File: config.mk
export PLATFORM = sky130hd
export DESIGN_NAME = pcs_sync_fsm_param
export DESIGN_NICKNAME = d
export VERILOG_FILES = /design/src/rtl/pcs_sync_fsm_param.sv
export SDC_FILE = /design/constraint.sdc
export NUM_CORES = 1
export LEC_CHECK = 0
export ABC_AREA = 0
export BUFFER_PORTS_ARGS = -buffer_cell sky130_fd_sc_hd__buf_4
export CAP_MARGIN = 30
export CORE_ASPECT_RATIO = 0.9
export CORE_MARGIN = 2
export CORE_UTILIZATION = 35
export DETAILED_ROUTE_END_ITERATION = 8
export PLACE_DENSITY_LB_ADDON = 0.05
export SLEW_MARGIN = 20
export SYNTH_ARGS = -nofsm -noshare
export SYNTH_HDL_FRONTEND = slang
export SYNTH_SLANG_ARGS = --single-unit
File: constraint.sdc
create_clock -name clk -period 5.7 [get_ports clk]
set_input_delay 0.855 -clock clk [delete_from_list [all_inputs] [get_ports clk]]
set_output_delay 0.855 -clock clk [all_outputs]
set_load 0.1 [all_outputs]
File: src/rtl/pcs_sync_fsm_param.sv
// 1000BASE-X receive code-group synchroniser with parametrised acquisition,
// degradation depth and recovery length, plus a saturating loss-of-sync counter.
module pcs_sync_fsm_param #(
  parameter int ACQ_COMMAS  = 3,
  parameter int GOOD_CGS    = 3,
  parameter int LOSS_LEVELS = 3,
  parameter int CNT_W       = 8
) (
  input  logic             clk,
  input  logic             RESET,
  input  logic             signal_detect,
  input  logic [9:0]       rx_code_group,
  input  logic             cg_valid,
  input  logic             cg_is_data,
  input  logic             cnt_clr,
  output logic [9:0]       rx_code_group_out,
  output logic             sync_status,
  output logic             rx_even,
  output logic [2:0]       sync_level,
  output logic [CNT_W-1:0] loss_count
);

  localparam logic [3:0] ACQ_N   = 4'(ACQ_COMMAS);
  localparam logic [3:0] GOOD_N  = 4'(GOOD_CGS);
  localparam logic [2:0] LVL_MAX = 3'(LOSS_LEVELS);

  typedef enum logic [1:0] {
    ST_LOSS = 2'd0,
    ST_CDET = 2'd1,
    ST_ACQ  = 2'd2,
    ST_SYNC = 2'd3
  } state_t;

  state_t           r_state;
  state_t           w_state_nx;
  logic [3:0]       r_acq_cnt;
  logic [3:0]       w_acq_nx;
  logic [3:0]       r_good_cnt;
  logic [3:0]       w_good_nx;
  logic [2:0]       r_level;
  logic [2:0]       w_level_nx;
  logic             r_even;
  logic             w_even_nx;
  logic             w_even_set;
  logic             w_loss_evt;
  logic [CNT_W-1:0] r_loss_cnt;
  logic [9:0]       r_cg_dly;
  logic             w_comma;
  logic             w_cgbad;
  logic             w_synced;

  function automatic logic [CNT_W-1:0] sat_inc(input logic [CNT_W-1:0] v);
    return (&v) ? v : v + CNT_W'(1);
  endfunction

  // Both comma polarities are accepted so detection is independent of disparity.
  assign w_comma   = (rx_code_group[9:3] == 7'b0011111) ||
                     (rx_code_group[9:3] == 7'b1100000);
  assign w_cgbad   = !cg_valid || (w_comma && r_even);
  assign w_even_nx = w_even_set ? 1'b1 : ~r_even;

  always_ff @(posedge clk) begin
    if (RESET) begin
      r_state    <= ST_LOSS;
      r_acq_cnt  <= 4'd0;
      r_good_cnt <= 4'd0;
      r_level    <= 3'd0;
      r_even     <= 1'b0;
      r_cg_dly   <= 10'd0;
    end else begin
      r_state    <= w_state_nx;
      r_acq_cnt  <= w_acq_nx;
      r_good_cnt <= w_good_nx;
      r_level    <= w_level_nx;
      r_even     <= w_even_nx;
      r_cg_dly   <= rx_code_group;
    end
  end

  // cnt_clr wins over a coincident loss event.
  always_ff @(posedge clk) begin
    if (RESET || cnt_clr) begin
      r_loss_cnt <= '0;
    end else if (w_loss_evt) begin
      r_loss_cnt <= sat_inc(r_loss_cnt);
    end
  end

  always_comb begin
    w_state_nx = r_state;
    w_acq_nx   = r_acq_cnt;
    w_good_nx  = r_good_cnt;
    w_level_nx = r_level;
    w_even_set = 1'b0;
    w_loss_evt = 1'b0;
    if (!signal_detect) begin
      w_state_nx = ST_LOSS;
      w_acq_nx   = 4'd0;
      w_good_nx  = 4'd0;
      w_level_nx = 3'd0;
      w_loss_evt = (r_state == ST_SYNC);
    end else begin
      case (r_state)
        ST_LOSS: begin
          if (w_comma) begin
            w_state_nx = ST_CDET;
            w_acq_nx   = 4'd1;
            w_even_set = 1'b1;
          end
        end
        ST_CDET: begin
          if (cg_valid && cg_is_data) begin
            if (r_acq_cnt == ACQ_N) begin
              w_state_nx = ST_SYNC;
              w_level_nx = 3'd0;
              w_good_nx  = 4'd0;
            end else begin
              w_state_nx = ST_ACQ;
            end
          end else begin
            w_state_nx = ST_LOSS;
            w_acq_nx   = 4'd0;
          end
        end
        ST_ACQ: begin
          if (w_cgbad) begin
            w_state_nx = ST_LOSS;
            w_acq_nx   = 4'd0;
          end else if (w_comma) begin
            w_state_nx = ST_CDET;
            w_acq_nx   = r_acq_cnt + 4'd1;
            w_even_set = 1'b1;
          end
        end
        ST_SYNC: begin
          if (w_cgbad) begin
            w_good_nx = 4'd0;
            if (r_level == LVL_MAX) begin
              w_state_nx = ST_LOSS;
              w_level_nx = 3'd0;
              w_acq_nx   = 4'd0;
              w_loss_evt = 1'b1;
            end else begin
              w_level_nx = r_level + 3'd1;
            end
          end else if (r_level != 3'd0) begin
            if (r_good_cnt + 4'd1 == GOOD_N) begin
              w_level_nx = r_level - 3'd1;
              w_good_nx  = 4'd0;
            end else begin
              w_good_nx = r_good_cnt + 4'd1;
            end
          end else begin
            w_good_nx = 4'd0;
          end
        end
        default: w_state_nx = ST_LOSS;
      endcase
    end
  end

  always_comb begin
    w_synced          = (r_state == ST_SYNC);
    sync_status       = w_synced;
    sync_level        = w_synced ? r_level : 3'd0;
    rx_even           = r_even;
    rx_code_group_out = r_cg_dly;
    loss_count        = r_loss_cnt;
  end

endmodule

# Word-level counts from Yosys, hierarchy flattened
# Index checks and enable logic that the tools add are counted.
# word_totals
reg_bits	32
input_bits	16
# op_classes
add_sub_neg	5
n_eq_ne	17
mux	37
n_bitwise	3
reduce_logical	16
# op_table
op	count
$mux 4	11
$mux 3	7
$pmux 4 s4	1
$mux 2	5
$reduce_and 5->1	2
$mux 1	9
$add 4x1->4 const B	2
$add 8x1->8 const B	1
$eq 4x2->1 const B	2
$ne 2x2->1 const B	4
$pmux 2 s4	1
$pmux 4 s2	1
$reduce_and 8->1	1
$eq 7x5->1 const B	1
$eq 7x7->1 const B	1
$ne 3x1->1 const B	2
$pmux 3 s2	1
$eq 2x2->1 const B	2
$ne 2x1->1 const B	2
$reduce_and 2->1	2
$add 3x1->3 const B	1
$eq 3x2->1 const B	1
$logic_or 1x1->1	3
$ne 3x3->1 const B	1
11 further kinds	14

# Longest topological paths before layout
# logic_depth
word_depth	8
mapped_depth	7

# Worst setup path after synthesis
# Ideal clock, no wire load.
# synth_timing
path_kind	reg2out
startpoint	register r_state[0]
endpoint	output sync_level[0]
t_arrival_ps	1799
required_ps	4845
slack_ps	3046
stages_incl_launch_ff	3
n_path_buf	0
cell_sequence	dfxtp_1 > nand2_2 > nor2_1
# synth_via
elab_chain_len	2
# synth_rtl
element	line_no	source
start: declaration	34	state_t r_state;
start signal: assignment	71	r_state <= w_state_nx;
$eq 2x2->1	163	w_synced = (r_state == ST_SYNC);
$mux 3	165	sync_level = w_synced ? r_level : 3'd0;
end: declaration	19	output logic [2:0] sync_level,
# Every way passes these cells.

# Final worst setup path
# layout_timing
startpoint	input rx_code_group[8]
endpoint	register r_loss_cnt[6] (netlist: loss_count[6])
# layout_via
elab_chain_len	8
elab_cells_between_ends	9
# layout_rtl
element	line_no	source
start: declaration	12	input logic [9:0] rx_code_group,
$eq 7x5->1 or $eq 7x7->1 (tied branches)	57, 58	
$logic_or 1x1->1 (*)	57	assign w_comma = (rx_code_group[9:3] == 7'b0011111) ||
$logic_and 1x1->1 (*)	59	assign w_cgbad = !cg_valid || (w_comma && r_even);
$logic_or 1x1->1 (*)	59	
$mux 1 (*)	136	if (w_cgbad) begin
$mux 1 (*)	103	case (r_state)
$mux 1 (*)	96	if (!signal_detect) begin
$reduce_and 2->1 (no line) (*)	n/a	
end signal: assignment	85	r_loss_cnt <= sat_inc(r_loss_cnt);
end: declaration	46	logic [CNT_W-1:0] r_loss_cnt;
# Every way passes the cells marked *; elsewhere a longest branch is shown, timed or not.
# A chain may end at the register's enable or synchronous reset.

==> flow_summary.yaml <==
outcome:
  run_status: "finished clean"
placed_design:
  hpwlAfterDp_um: 2810
  finalWeightedCongestion: 0.824
  number_of_i_o_port_buffers: 38
  placed_cell_area_um2: 1980
final_layout:
  finish.instance_area_um2: 2080
  multi_input_comb_area_um2: 936
  final_common_cell: "sky130_fd_sc_hd__buf_4"
  nets: 252
  layout.cells.most_common_list: "sky130_fd_sc_hd__buf_4 (38), sky130_fd_sc_hd__dfxtp_1 (32), sky130_fd_sc_hd__nand2_1 (15)"
  post_route_cells_drive_above_1_share_pct: 25.2
  count_of_inserted_antenna_diode_cells: 0
  fillers: 458
  flow.area_growth_from_synthesis_pct: 25.5
  sequential_cell_area_um2: 641
sta:
  finalSetupTns_ns: 0
  min_period_ns: 2.35
  layout_worst_path_cycle_share_pct: 41.3
  fmax_ghz: 0.425
  rsz0062_at_grt: "false"
  tightestPinTransition_ns: 0.561
  hold-worst-slack_ns: 0.487
  max_slew_margin_vs_limit_pct: 62.6
  fin_worst_skew_ns: 0.00750
  setup-violations-final: 0
  max_slew_violation_count: 0
  hold_viol_final: 0
cts:
  worst_skew_pair.late_latency_ns: 0.28
  cts_hold_buffers: 0
  clk_pin_slew_ns: 0.07
  clock_tree.root_cell: "sky130_fd_sc_hd__clkbuf_8"
  cts_buffer_depth: 2
  postCtsResizedCells: 0
  tritoncts_num_sinks: 32
  cts_tree: "built"
  postCtsSetupBuffers: 0
  numCtsBuffers: 5
  cts_max_level: 2
setup_path:
  critical_path_arrival_ns: 2.52
  critical_path.endpoint_type: "flop"
  critical_path.startpoint_type: "input port"
  worstSetupEndpoint: "loss_count[6]"
  worst_setup_startpoint: "rx_code_group[8]"
  setup.worst_path.class: "in -> reg"
  worst_flop_to_flop_path_endpoint: "r_level[0]"
  critical_path.max_fanout: 15
  critical_path_required_ns: 5.87
  ff2ff_path_depth: 6
  slack_of_the_worst_reg_to_reg_path_ns: 3.58
  r2r-start: "r_good_cnt[0]"
detailed_routing:
  avgRoutedWirePerCell_um: 12.6
  first_iter_violations: 64
  route.met2.wl_um: 1810
  routed.top_layer: "met4"
  wl_um: 3690
  met3_length_um: 152
  route.vias.total: 1485
  drt.antenna.violating_nets: 0
  route.detailed.vias_per_inst: 5.09
  drc_errors: 0
  drt_pre_antenna_iters: 4
  wl_met1_um: 1660
yosys:
  flops_latches_synth: 32
  share_of_flip_flops_with_an_asynchronous_set_or_reset_pct: 0
  yosysSeqAreaShare_pct: 38.7
  syn_nets: 212
  yosysWarningCount: 0
  yosys_most_used_dff: "sky130_fd_sc_hd__dfxtp_1"
  mappedNetlistArea_um2: 1660
  netlist_instances: 189
  synth.avg_cell_area_um2: 8.76
  netlist-cell-type-count: 51
  synth_enable_flop_cells: 0
global_routing:
  first_global_vias: 1472
  grt_antenna_before_repair: 0
  grt_remaining_overflow: 0
  grt_util_all_layers_pct: 14.9
  grt_start_max_net_pins: 16
  wire_length_of_the_first_global_routing_pass_um: 6510
job:
  max_cap_viol_count: 0
die:
  core_area_um2: 4490
  num_io_pins: 39
  die-area_um2: 5300
  effective_utilization_at_floorplan_pct: 36.9
  floorplan.die.height_um: 69.2
  die-width_um: 76.5
  std_cell_rows: 23
pwr:
  power_density_nw_per_um2: 226
  peakVddDrop_uv: 98.6
  leakage_nw: 0.820
min_path:
  worstHoldPathType: "reg -> reg"
==> cell usage after synthesis, drive strengths merged (2+ instances only) <==
library cell	instances	area share, %
or3	3	1.1
or2	2	0.76
nor4	3	1.1
and3	4	1.5
o21ai	11	3.3
a22oi	3	1.4
nor2	13	2.9
inv	12	2.7
o21a	2	0.91
buf	3	1.6
mux2i	2	1.2
dfxtp	32	39
and4bb	2	1.5
clkbuf	2	0.45
nand3	6	1.8
nor4b	3	2.3
nor2b	13	4.9
a211oi	2	1.2
nor3	5	2.2
a31oi	5	1.9
ha	7	5.3
o31ai	3	1.4
or4	2	0.91
a21oi	10	3.3
and4	2	1.1
nand2	16	3.8
nand2b	4	1.5
==> worst min path at each step <==
stage	start	end	slack (ns)	cells past startpoint
after CTS	r_acq_cnt[3]	r_acq_cnt[3]	0.48	1
final	r_acq_cnt[3]	r_acq_cnt[3]	0.49	1
after global placement	r_acq_cnt[3]	r_acq_cnt[3]	0.46	1
after floorplan	r_acq_cnt[3]	r_acq_cnt[3]	0.44	1
after detailed placement	r_acq_cnt[3]	r_acq_cnt[3]	0.47	1
after global routing	r_acq_cnt[3]	r_acq_cnt[3]	0.51	1
==> critical path: stages <==
cell and delay (ns):
sky130_fd_sc_hd__buf_4 0.12, sky130_fd_sc_hd__and4bb_1 0.21, sky130_fd_sc_hd__a221o_2 0.50, sky130_fd_sc_hd__a21oi_2 0.52, sky130_fd_sc_hd__nor3_1 0.10, sky130_fd_sc_hd__o21ba_2 0.21
==> routing by layer <==
layer / vias to the layer above / track usage (%)
met5: - / 0
met4: 0 / 6.26
met3: 7 / 4.30
met2: 21 / 25.4
met1: 697 / 17.5
li1: 760 / -
==> report_power, final <==
group          leakage [nW]  switching [mW]  total [mW]  internal (mW)
logic                 0.508          0.0449      0.0624         0.0175
clock network        0.0510          0.0822       0.178         0.0962
registers             0.261         0.00167       0.230          0.228
total                 0.820           0.129       0.470          0.342
==> metrics by stage <==
step | power [mW] | instances | worst slack [ns] | util, %
floorplan | 0.278 | 189 | 3.05 | -
global placement | 0.297 | 284 | 3.11 | 44.2
detailed placement | 0.297 | 284 | 3.04 | 44.2
CTS | 0.478 | 292 | 3.36 | 46.3
global route | 0.491 | 292 | 3.18 | 46.3
finish | 0.470 | 292 | 3.35 | 46.3
==> final cells by class <==
cell class | instances | area share (%)
Clock buffer | 6 | 3.98
Clock inverter | 2 | 0.482
Inverter | 12 | 2.17
Multi-Input combinational cell | 140 | 45.1
Sequential cell | 32 | 30.8
Tap cell | 62 | 3.73
Timing Repair Buffer | 38 | 13.7
==> registers in the layout, summed over array words and instances (netlist names) <==
| name | cells |
|---|---|
| r_state | 2 |
| r_acq_cnt | 4 |
| r_level | 3 |
| r_good_cnt | 4 |
| rx_code_group_out | 10 |
| loss_count | 8 |
| rx_even | 1 |
==> cells by family (layout without fill, tap and decap cells) <==
kind of cell    Yosys count  after routing  share of synthesized area [%]
fa+ha+maj                 7              7                           5.29
mux                       3              3                           1.89
xor+xnor                  2              2                           1.06
flops                    32             32                           38.7
buf+inv                  17             58                           4.76
compound gates           48             48                           19.8
simple gates             80             80                           28.5
No activity file was read; power rests on OpenSTA's default activity.
